==> src/rtl/fpaddsub_normalize_shift_pipe.sv <==
`default_nettype none
// ============================================================================
// Module      : fpaddsub_normalize_shift_pipe
// Description : Pipelined left-normalisation shifter for the FP add/sub
//               datapath. Sits between the mantissa add/sub and the rounding
//               stage.
//
//               Stage 0 captures the mantissa and works out the shift amount.
//               The amount is either the leading-zero count of the mantissa or
//               an externally supplied value. In both cases it is clamped to
//               MAXSH = min(2^SHIFT_W-1, WIDTH-1), and it is forced to zero for
//               an all-zero mantissa.
//
//               Stages 1..SHIFT_W each apply one binary weight of that amount,
//               MSB weight first. The amount and the zero flag travel with the
//               data, so the last stage directly provides the exponent
//               adjustment and the zero indication.
//
//               A single global advance signal moves or stalls the whole
//               pipeline as a unit. Empty slots are not collapsed, so the
//               upstream ready depends only on the output register state.
//
// Ports       : clk, rst           clock, synchronous active-high reset
//               InValid / InReady  upstream handshake
//               MantIn             unnormalised mantissa
//               UseExt / ShiftIn   external shift select and amount
//               OutValid/OutReady  downstream handshake
//               MantOut            normalised mantissa
//               ShiftOut           shift actually applied
//               ZeroOut            input mantissa was all zero
//
// Revision    : 1.0  initial release
// ============================================================================
module fpaddsub_normalize_shift_pipe #(
  parameter int WIDTH   = 33,
  parameter int SHIFT_W = 5
) (
  input  logic               clk,
  input  logic               rst,
  input  logic               InValid,
  output logic               InReady,
  input  logic [WIDTH-1:0]   MantIn,
  input  logic               UseExt,
  input  logic [SHIFT_W-1:0] ShiftIn,
  output logic               OutValid,
  input  logic               OutReady,
  output logic [WIDTH-1:0]   MantOut,
  output logic [SHIFT_W-1:0] ShiftOut,
  output logic               ZeroOut
);

  // --------------------------------------------------------------------------
  // Constants
  // --------------------------------------------------------------------------
  // Largest amount the shifter levels can express.
  localparam int C_SHW_MAX = (1 << SHIFT_W) - 1;
  // Effective clamp value for the shift amount.
  localparam int C_MAXSH   = (C_SHW_MAX < (WIDTH - 1)) ? C_SHW_MAX : (WIDTH - 1);
  // Width that is wide enough to hold a leading-zero count of 0..WIDTH.
  localparam int C_LZW     = $clog2(WIDTH + 1);
  // Common comparison width for the leading-zero count and the clamp value.
  localparam int C_CW      = (C_LZW > SHIFT_W) ? C_LZW : SHIFT_W;
  // Index of the last (output) stage.
  localparam int C_LAST    = SHIFT_W;

  localparam logic [SHIFT_W-1:0] C_MAXSH_S = SHIFT_W'(C_MAXSH);
  localparam logic [C_CW-1:0]    C_MAXSH_C = C_CW'(C_MAXSH);

  // --------------------------------------------------------------------------
  // Pipeline state: index 0 is the capture stage, index C_LAST is the output
  // --------------------------------------------------------------------------
  logic               valid_q [0:C_LAST];
  logic [WIDTH-1:0]   mant_q  [0:C_LAST];
  logic [SHIFT_W-1:0] sa_q    [0:C_LAST];
  logic               zero_q  [0:C_LAST];

  // Next-state data for each stage.
  logic [WIDTH-1:0]   mant_d  [0:C_LAST];

  // --------------------------------------------------------------------------
  // Handshake
  // --------------------------------------------------------------------------
  logic w_adv;

  // The output slot is free, or it is being drained this cycle. Either way,
  // every stage can move one position forward.
  assign w_adv   = ~valid_q[C_LAST] | OutReady;
  assign InReady = w_adv;

  // --------------------------------------------------------------------------
  // Stage 0: leading-zero count and shift-amount selection
  // --------------------------------------------------------------------------
  logic [C_LZW-1:0]   w_lzc;
  logic [C_CW-1:0]    w_lzc_ext;
  logic               w_zero;
  logic [SHIFT_W-1:0] w_sa_auto;
  logic [SHIFT_W-1:0] w_sa_ext;
  logic [SHIFT_W-1:0] sa_d;

  // The scan runs upward, so the highest set bit is the last one to write.
  // A zero mantissa leaves the count at WIDTH. That value is never used,
  // because a zero input forces the amount to 0.
  always_comb begin
    w_lzc = C_LZW'(WIDTH);
    for (int i = 0; i < WIDTH; i++) begin
      if (MantIn[i]) begin
        w_lzc = C_LZW'(WIDTH - 1 - i);
      end
    end
  end

  assign w_zero    = (MantIn == '0);
  assign w_lzc_ext = C_CW'(w_lzc);

  // When WIDTH-1 exceeds what the levels can shift, a lone LSB clamps here.
  // The result is then only partially normalised, and the clamp is visible
  // on ShiftOut.
  assign w_sa_auto = (w_lzc_ext > C_MAXSH_C) ? C_MAXSH_S : w_lzc_ext[SHIFT_W-1:0];
  assign w_sa_ext  = (ShiftIn > C_MAXSH_S) ? C_MAXSH_S : ShiftIn;

  always_comb begin
    sa_d = UseExt ? w_sa_ext : w_sa_auto;
    if (w_zero) begin
      sa_d = '0;
    end
  end

  assign mant_d[0] = MantIn;

  // --------------------------------------------------------------------------
  // Stages 1..SHIFT_W: one binary shift level each, largest weight first.
  // This is a logical left shift. Zeros enter at the LSB, and bits pushed
  // past the MSB are lost.
  // --------------------------------------------------------------------------
  for (genvar k = 1; k <= C_LAST; k++) begin : g_shift
    localparam int C_BIT = SHIFT_W - k;
    localparam int C_AMT = 1 << C_BIT;

    assign mant_d[k] = sa_q[k-1][C_BIT] ? (mant_q[k-1] << C_AMT) : mant_q[k-1];
  end

  // --------------------------------------------------------------------------
  // Pipeline registers
  // --------------------------------------------------------------------------
  // Data fields load only together with a valid beat. As a result, the output
  // registers keep the last delivered result across bubbles.
  always_ff @(posedge clk) begin
    if (rst) begin
      for (int k = 0; k <= C_LAST; k++) begin
        valid_q[k] <= 1'b0;
        mant_q[k]  <= '0;
        sa_q[k]    <= '0;
        zero_q[k]  <= 1'b0;
      end
    end else if (w_adv) begin
      valid_q[0] <= InValid;
      if (InValid) begin
        mant_q[0] <= mant_d[0];
        sa_q[0]   <= sa_d;
        zero_q[0] <= w_zero;
      end
      for (int k = 1; k <= C_LAST; k++) begin
        valid_q[k] <= valid_q[k-1];
        if (valid_q[k-1]) begin
          mant_q[k] <= mant_d[k];
          sa_q[k]   <= sa_q[k-1];
          zero_q[k] <= zero_q[k-1];
        end
      end
    end
  end

  // --------------------------------------------------------------------------
  // Outputs
  // --------------------------------------------------------------------------
  assign OutValid = valid_q[C_LAST];
  assign MantOut  = mant_q[C_LAST];
  assign ShiftOut = sa_q[C_LAST];
  assign ZeroOut  = zero_q[C_LAST];

endmodule
`default_nettype wire
==> config.mk <==
export PLATFORM = sky130hd
export DESIGN_NAME = fpaddsub_normalize_shift_pipe
export DESIGN_NICKNAME = d
export VERILOG_FILES = /design/src/rtl/fpaddsub_normalize_shift_pipe.sv
export SDC_FILE = /design/constraint.sdc
export NUM_CORES = 1
export LEC_CHECK = 0
export BUFFER_PORTS_ARGS = -buffer_cell sky130_fd_sc_hd__buf_2
export CORE_MARGIN = 8
export CORE_UTILIZATION = 40
export DETAILED_ROUTE_END_ITERATION = 6
export PLACE_DENSITY = 0.68
export SLEW_MARGIN = 30
export SYNTH_ARGS = -nofsm -noshare
export SYNTH_HDL_FRONTEND = slang
export SYNTH_SLANG_ARGS = --single-unit
==> constraint.sdc <==
create_clock -name clk -period 2.6 [get_ports clk]
set_input_delay 0.13 -clock clk [delete_from_list [all_inputs] [get_ports clk]]
set_output_delay 0.13 -clock clk [all_outputs]
set_load 0.02 [all_outputs]
==> results of run 1 <==
==> path summary, 6_finish.rpt <==
kind              startpoint           end  cells past startpoint
setup reg to reg  valid_q[5]    sa_q[0][0]                      7
setup / recovery  valid_q[5]    sa_q[0][0]                      7
hold / removal     MantIn[0]  mant_q[0][0]                      2
hold reg to reg   sa_q[3][4]    sa_q[4][4]                      1
==> cell families after synthesis <==
group	synth area share [%]
buf+inv	1.86
compound gates	2.38
mux	12.9
flops	69.3
simple gates	13.6
==> sequential cells by signal, indices dropped and copies added (netlist names) <==
register	count
mant_q	198
sa_q	30
valid_q	6
zero_q	6
==> cells in the mapped netlist (6+ instances only) <==
cell | n | area share, %
clkbuf_1 | 30 | 1.1
a21oi_1 | 6 | 0.29
and3_1 | 30 | 1.8
and2_1 | 52 | 3.1
inv_1 | 11 | 0.40
edfxtp_1 | 240 | 69
mux2i_1 | 134 | 13
a21o_1 | 6 | 0.43
nor4_1 | 9 | 0.54
nor2_1 | 152 | 5.5
nor3b_1 | 8 | 0.58
nand2_1 | 8 | 0.29
==> power breakdown <==
part	switching, mW	total, mW	internal [mW]
registers	0.0926	4.56	4.47
logic	0.315	0.539	0.224
clock network	1.31	3.00	1.69
total	1.72	8.10	6.38
==> cells in the final DEF (no fill, tap or decap), drive strengths merged, types with 2 or more instances in the layout <==
master         n
inv           13
clkinv         9
dlygate4sd3   32
nor3b          8
nand4          2
a21oi          7
and2          52
nor3           5
o31ai          2
clkbuf        30
o21a           2
a311oi         2
buf          101
mux2i        134
nand2         10
nand2b         3
nor2b          4
and3          30
a21o           6
nor4          13
o21ai          3
edfxtp       240
nor2         153
==> per-layer routing <==
layer / share of wire (%) / GRT usage, %
met3: 6.6 / 2.52
met1: 46 / 13.9
met2: 45 / 16.9
met4: 3.1 / 4.31
met5: 0 / 0
==> cell type report <==
class	count	area, um^2	share of cell area [%]
Timing Repair Buffer	133	871	7.12
Sequential cell	240	7210	58.9
Multi-Input combinational cell	452	3000	24.6
Clock inverter	10	60.1	0.491
Clock buffer	30	623	5.10
Inverter	12	45.0	0.368
Tap cell	335	419	3.43
==> stage by stage <==
stage / hold slack [ns] / worst slack, ns
after floorplan: 0.328 / 0.520
after global placement: 0.463 / 0.543
after detailed placement: 0.463 / 0.489
after CTS: 0.00532 / 0.470
after global routing: 0.0156 / 0.293
final: 0.0334 / 0.455
==> timing repair <==
item                      CTS  global route
gates resized for setup     0             0
hold endpoints to repair   32             0
hold buffers               32             0
==> flow_summary.toml, run 1 <==
[cells_and_area]
nFillCells = 2249
fin_cells = 1212
final_core_utilization_pct = 47.5
area_growth_pct = 17.6
final_nets = 906
diodes = 0
drive_above_1_share_pct = 16.0
final_cell_area_um2 = 12200

[placement]
place_inst = 1140
hpwl_mm = 11.9
gp_congestion = 0.814
postPlaceCellArea_um2 = 11200
portBuffers = 83

[cts]
numCtsBuffers = 24
clock_path_buffers = 3
clkTransAtPathRegs_ns = 0.06
clkLatencyLatePin_ns = 0.51
post_cts_buffers = 0
h-tree-depth = 1
clock_sinks = 240
tritoncts = "yes"
cts_root_buf = "clkbuf_16"

[floorplanning]
ioPinCount = 84
dieHeight_um = 177
dieArea_um2 = 31400
num_rows = 59
dieWidth_um = 177
coreArea_um2 = 25800
start_util_pct = 40.4

[yosys]
synth_seq_cells = 240
syn_inst = 742
yosys_warnings = 0
ys_seq_area_share_pct = 69.3
syn-num-nets = 785
yosysUniqueCellTypes = 44
synth_edf_count = 240
syn_avg_cell_area_um2 = 14.0
synthFlopType = "edfxtp_1"
async_flop_share_pct = 0
synth_area_um2 = 10400

[timing]
fin_worst_skew_ns = 0.0135
fin_tns_setup_ns = 0
drv_slew = 0
finalSetupViolCount = 0
fin_crit_ns = 2.14
fmax_ghz = 0.466
period_share_pct = 82.5
hold_violations = 0
relSlewSlack_pct = 40.7
worst_slew_pin_slew_ns = 0.889
rsz0062_at_grt = "false"

[setup_path]
critPathSlowestCell = "nor2b_2"
crit_arrival_ns = 2.52
critPathCaptureType = "register"
cpPeakStageDelay_ns = 0.41
cp_top_family = "simple AND/OR/NAND/NOR gates"
crit_chain = "nand2b_1 > nor2b_2 > nand2_2 > inv_2 > o31ai_2 > a221o_1 > a21oi_2"
critPathLaunchType = "register"
path_buf_inv = 1
path_class = "register to register"
r2r_setup_slack_ns = 0.46
path_max_fanout = 30
cp.required_ns = 2.98

[pwr]
fin_total_pwr_mw = 8.10
p_leak_nw = 4.70
p_per_area_nw_per_um2 = 662
ir_drop_mv = 0.429

[outcome]
status = "finished clean"

[global_routing]
antenna_found_initial = 0
grt_max_degree = 40
grt_use_total_pct = 10.7
grt-ovfl-total = 0
grt_pass1_wl_mm = 28.0
grt_pass1_vias = 5692

[drt]
drc_errors = 0
dr.pass1.iters = 4
drt-initial-drc-count = 211
postRouteAntennaNets = 0
via_per_inst = 4.69
routedWlPerCell_um = 13.9
drt-total-wl_mm = 16.9
vias = 5684

[min_path]
hp-class = "primary input to register"

[flow_run]
maxCapViolations = 0
No activity file was read; power rests on OpenSTA's default activity.
==> run 2, diff against run 1 <==
ABC_AREA = 1   (was default)
clock period = 2.1 ns   (was 2.6 ns; I/O delays follow)
==> run 2 against run 1 <==
Core utilization is 0.92 points higher. Cell count is 11% higher. Sequential power rose by 23%. Combinational power grew 22%. Maximum frequency is 16% higher. Critical path type unchanged. Largest cell class unchanged. Largest power group unchanged.
==> flow_summary.toml, run 2 <==
[setup_path]
timing.rr.start = "valid_q[5]"
critPathCaptureType = "register"
cp_top_family = "simple AND/OR/NAND/NOR gates"
ff2ff_path_depth = 9
critPathLaunchType = "register"
path_buf_inv = 4
r2r_setup_slack_ns = 0.25
r2r-end = "mant_q[5][2]"
cpPeakStageDelay_ns = 0.38
cp.required_ns = 2.44
path_class = "register to register"
crit_chain = "inv_1 > nor2_2 > nor2_1 > inv_2 > nor2_1 > inv_2 > nor2_1 > inv_2 > o22ai_1"
path_max_fanout = 32
crit_arrival_ns = 2.19
critPathSlowestCell = "edfxtp_1"

[floorplanning]
dieWidth_um = 175
coreArea_um2 = 24900
num_rows = 58
start_util_pct = 40.4
ioPinCount = 84
dieArea_um2 = 30500
dieHeight_um = 175

[placement]
post-place-ws_ns = -0.00750
postPlaceCellArea_um2 = 11100
place_inst = 1278
hpwl_mm = 11.6
portBuffers = 83
gp_congestion = 0.931

[flow_run]
maxCapViolations = 0

[cells_and_area]
area_growth_pct = 19.8
largest_register_ffs = 198
final_cell_area_um2 = 12000
fin_cells = 1346
final_core_utilization_pct = 48.4
drive_above_1_share_pct = 15.5
diodes = 0
final_common_cell = "edfxtp_1"
top_register = "mant_q"
mostFrequentLayoutCells = "240 x edfxtp_1, 207 x inv_1, 121 x nor2_1"
reg_top3 = "mant_q x198, sa_q x30"
final_nets = 1042

[pwr]
ir_drop_mv = 0.515
power.share.clock_pct = 38.1
p_leak_nw = 4.85
p_comb_share_pct = 6.5
swShare_pct = 20.7
p_int_mw = 8.03
p_per_area_nw_per_um2 = 841
pwr-share-seq_pct = 55.4
p_sw_mw = 2.10

[global_routing]
grt_pass1_vias = 5964
grt_use_met2_pct = 17.5
grt_max_degree = 40
busiest_layer = "met2"
antenna_found_initial = 0
grt_pass1_wl_mm = 27.5
grt-ovfl-total = 0
grt_use_total_pct = 10.6
grt_use_met1_pct = 12.9
met3_usage_pct = 3.12

[timing]
fin_worst_skew_ns = 0.0163
worst_slew_pin_slew_ns = 0.508
period_share_pct = 88.1
fmax_ghz = 0.541
fin_crit_ns = 1.85
relSlewSlack_pct = 66.1
hold_violations = 0
finalSetupViolCount = 0
fin_ws_ns = 0.251
drv_slew = 0
fin_tns_setup_ns = 0
rsz0062_at_grt = "false"

[yosys]
post-synth-top-count-cell = "edfxtp_1"
synth_top_area_share_pct = 71.7
yosysUniqueCellTypes = 22
synthTopCellsByArea = "edfxtp_1 72%, inv_1 7.7%, o22ai_1 6.4%, nor2_1 4.6%, nand2_1 2.1%"
async_flop_share_pct = 0
syn_avg_cell_area_um2 = 11.5
synth_edf_count = 240
synthFlopType = "edfxtp_1"
yosys_warnings = 0
syn-num-nets = 917
synthTopCellsByCount = "240 x edfxtp_1, 207 x inv_1, 122 x nor2_1"
synth_area_um2 = 10100
yosysTopAreaCell = "edfxtp_1"
ys_seq_area_share_pct = 71.7
syn_inst = 874
synth_seq_cells = 240

[cts]
clkTransAtPathRegs_ns = 0.06
clkLatencyLatePin_ns = 0.51
numCtsBuffers = 23
clock_path_buffers = 3
h-tree-depth = 1
post_cts_buffers = 0
cts_root_buf = "clkbuf_16"
clock_sinks = 240
tritoncts = "yes"

[outcome]
status = "finished clean"

[min_path]
hp-class = "primary input to register"
hold-path-endpoint = "mant_q[0][8]"
hold_start = "MantIn[8]"
hold-path-cell-count = 3

[drt]
postRouteAntennaNets = 0
routedWlPerCell_um = 12.1
via_per_inst = 4.51
drc_errors = 0
dr.pass1.iters = 5
drt-total-wl_mm = 16.3
vias = 6075
drt-initial-drc-count = 300
## run 2: cell types whose count changed in the layout (fill, tap and decap cells not counted), sizes merged, moves of 7 or more
cell / previous run / this run
and2: 52 / 0
and3: 30 / 0
bufinv: 0 / 7
inv: 13 / 221
mux2i: 134 / 0
nand2: 10 / 55
nand3: 1 / 35
nor2: 153 / 122
nor3b: 8 / 0
nor4: 13 / 1
o21ai: 3 / 43
o22ai: 0 / 103
## run 2: how the worst max path moves through the flow
stage,start,end,depth (start not counted),slack [ns]
2_1_floorplan,valid_q[5],mant_q[0][0],3,-0.03
3_3_place_gp,MantIn[1],sa_q[0][0],35,0.01
3_5_place_dp,MantIn[1],sa_q[0][0],35,-0.007
4_1_cts,MantIn[2],sa_q[0][0],35,0.07
5_1_grt,valid_q[5],mant_q[5][4],9,0.08
6_report,valid_q[5],mant_q[5][2],9,0.25
## run 2: layout make-up
type	count	area [um^2]
sequential	240	7210
tap	330	413
multi-input combinational	376	1860
clock buffer	27	591
fill	2151	12800
clock inverter	15	119
inverter	228	925
timing repair buffer	130	931
## run 2: per-layer routing
metal | vias up | wire, um
met5 | - | 0
met4 | 0 | 491
met3 | 40 | 1110
met2 | 172 | 7390
met1 | 2658 | 7340
li1 | 3205 | -
## run 2: metrics by stage
| stage | power (mW) | hold slack (ns) |
|---|---|---|
| after floorplan | 6.09 | 0.310 |
| after CTS | 10.2 | 0.00209 |
| after detailed placement | 6.33 | 0.442 |
| final | 10.1 | 0.0266 |
| after global routing | 10.5 | 0.00610 |
| after global placement | 6.32 | 0.445 |
## run 2: what timing repair did
action,4_1_cts,5_1_grt
gates resized for setup,0,3
hold buffers,29,0
endpoints found under the setup margin,0,1
hold endpoints to repair,28,0
## run 2: logic make-up after synthesis
group           synth area share [%]
buf+inv                         10.3
compound gates                  9.17
simple gates                    8.79
flops                           71.7
## run 2: power groups by stage
stage | registers, mW | logic, mW | clock network, mW
floorplan | 5.75 | 0.343 | 0
global placement | 5.71 | 0.608 | 0
detailed placement | 5.72 | 0.617 | 0
CTS | 5.61 | 0.661 | 3.95
global route | 5.64 | 0.735 | 4.12
finish | 5.61 | 0.658 | 3.85
## run 2: worst min-delay path, cell delays in order
cell	delay (ns)
buf_2	0.09
inv_1	0.06
nor2_1	0.14
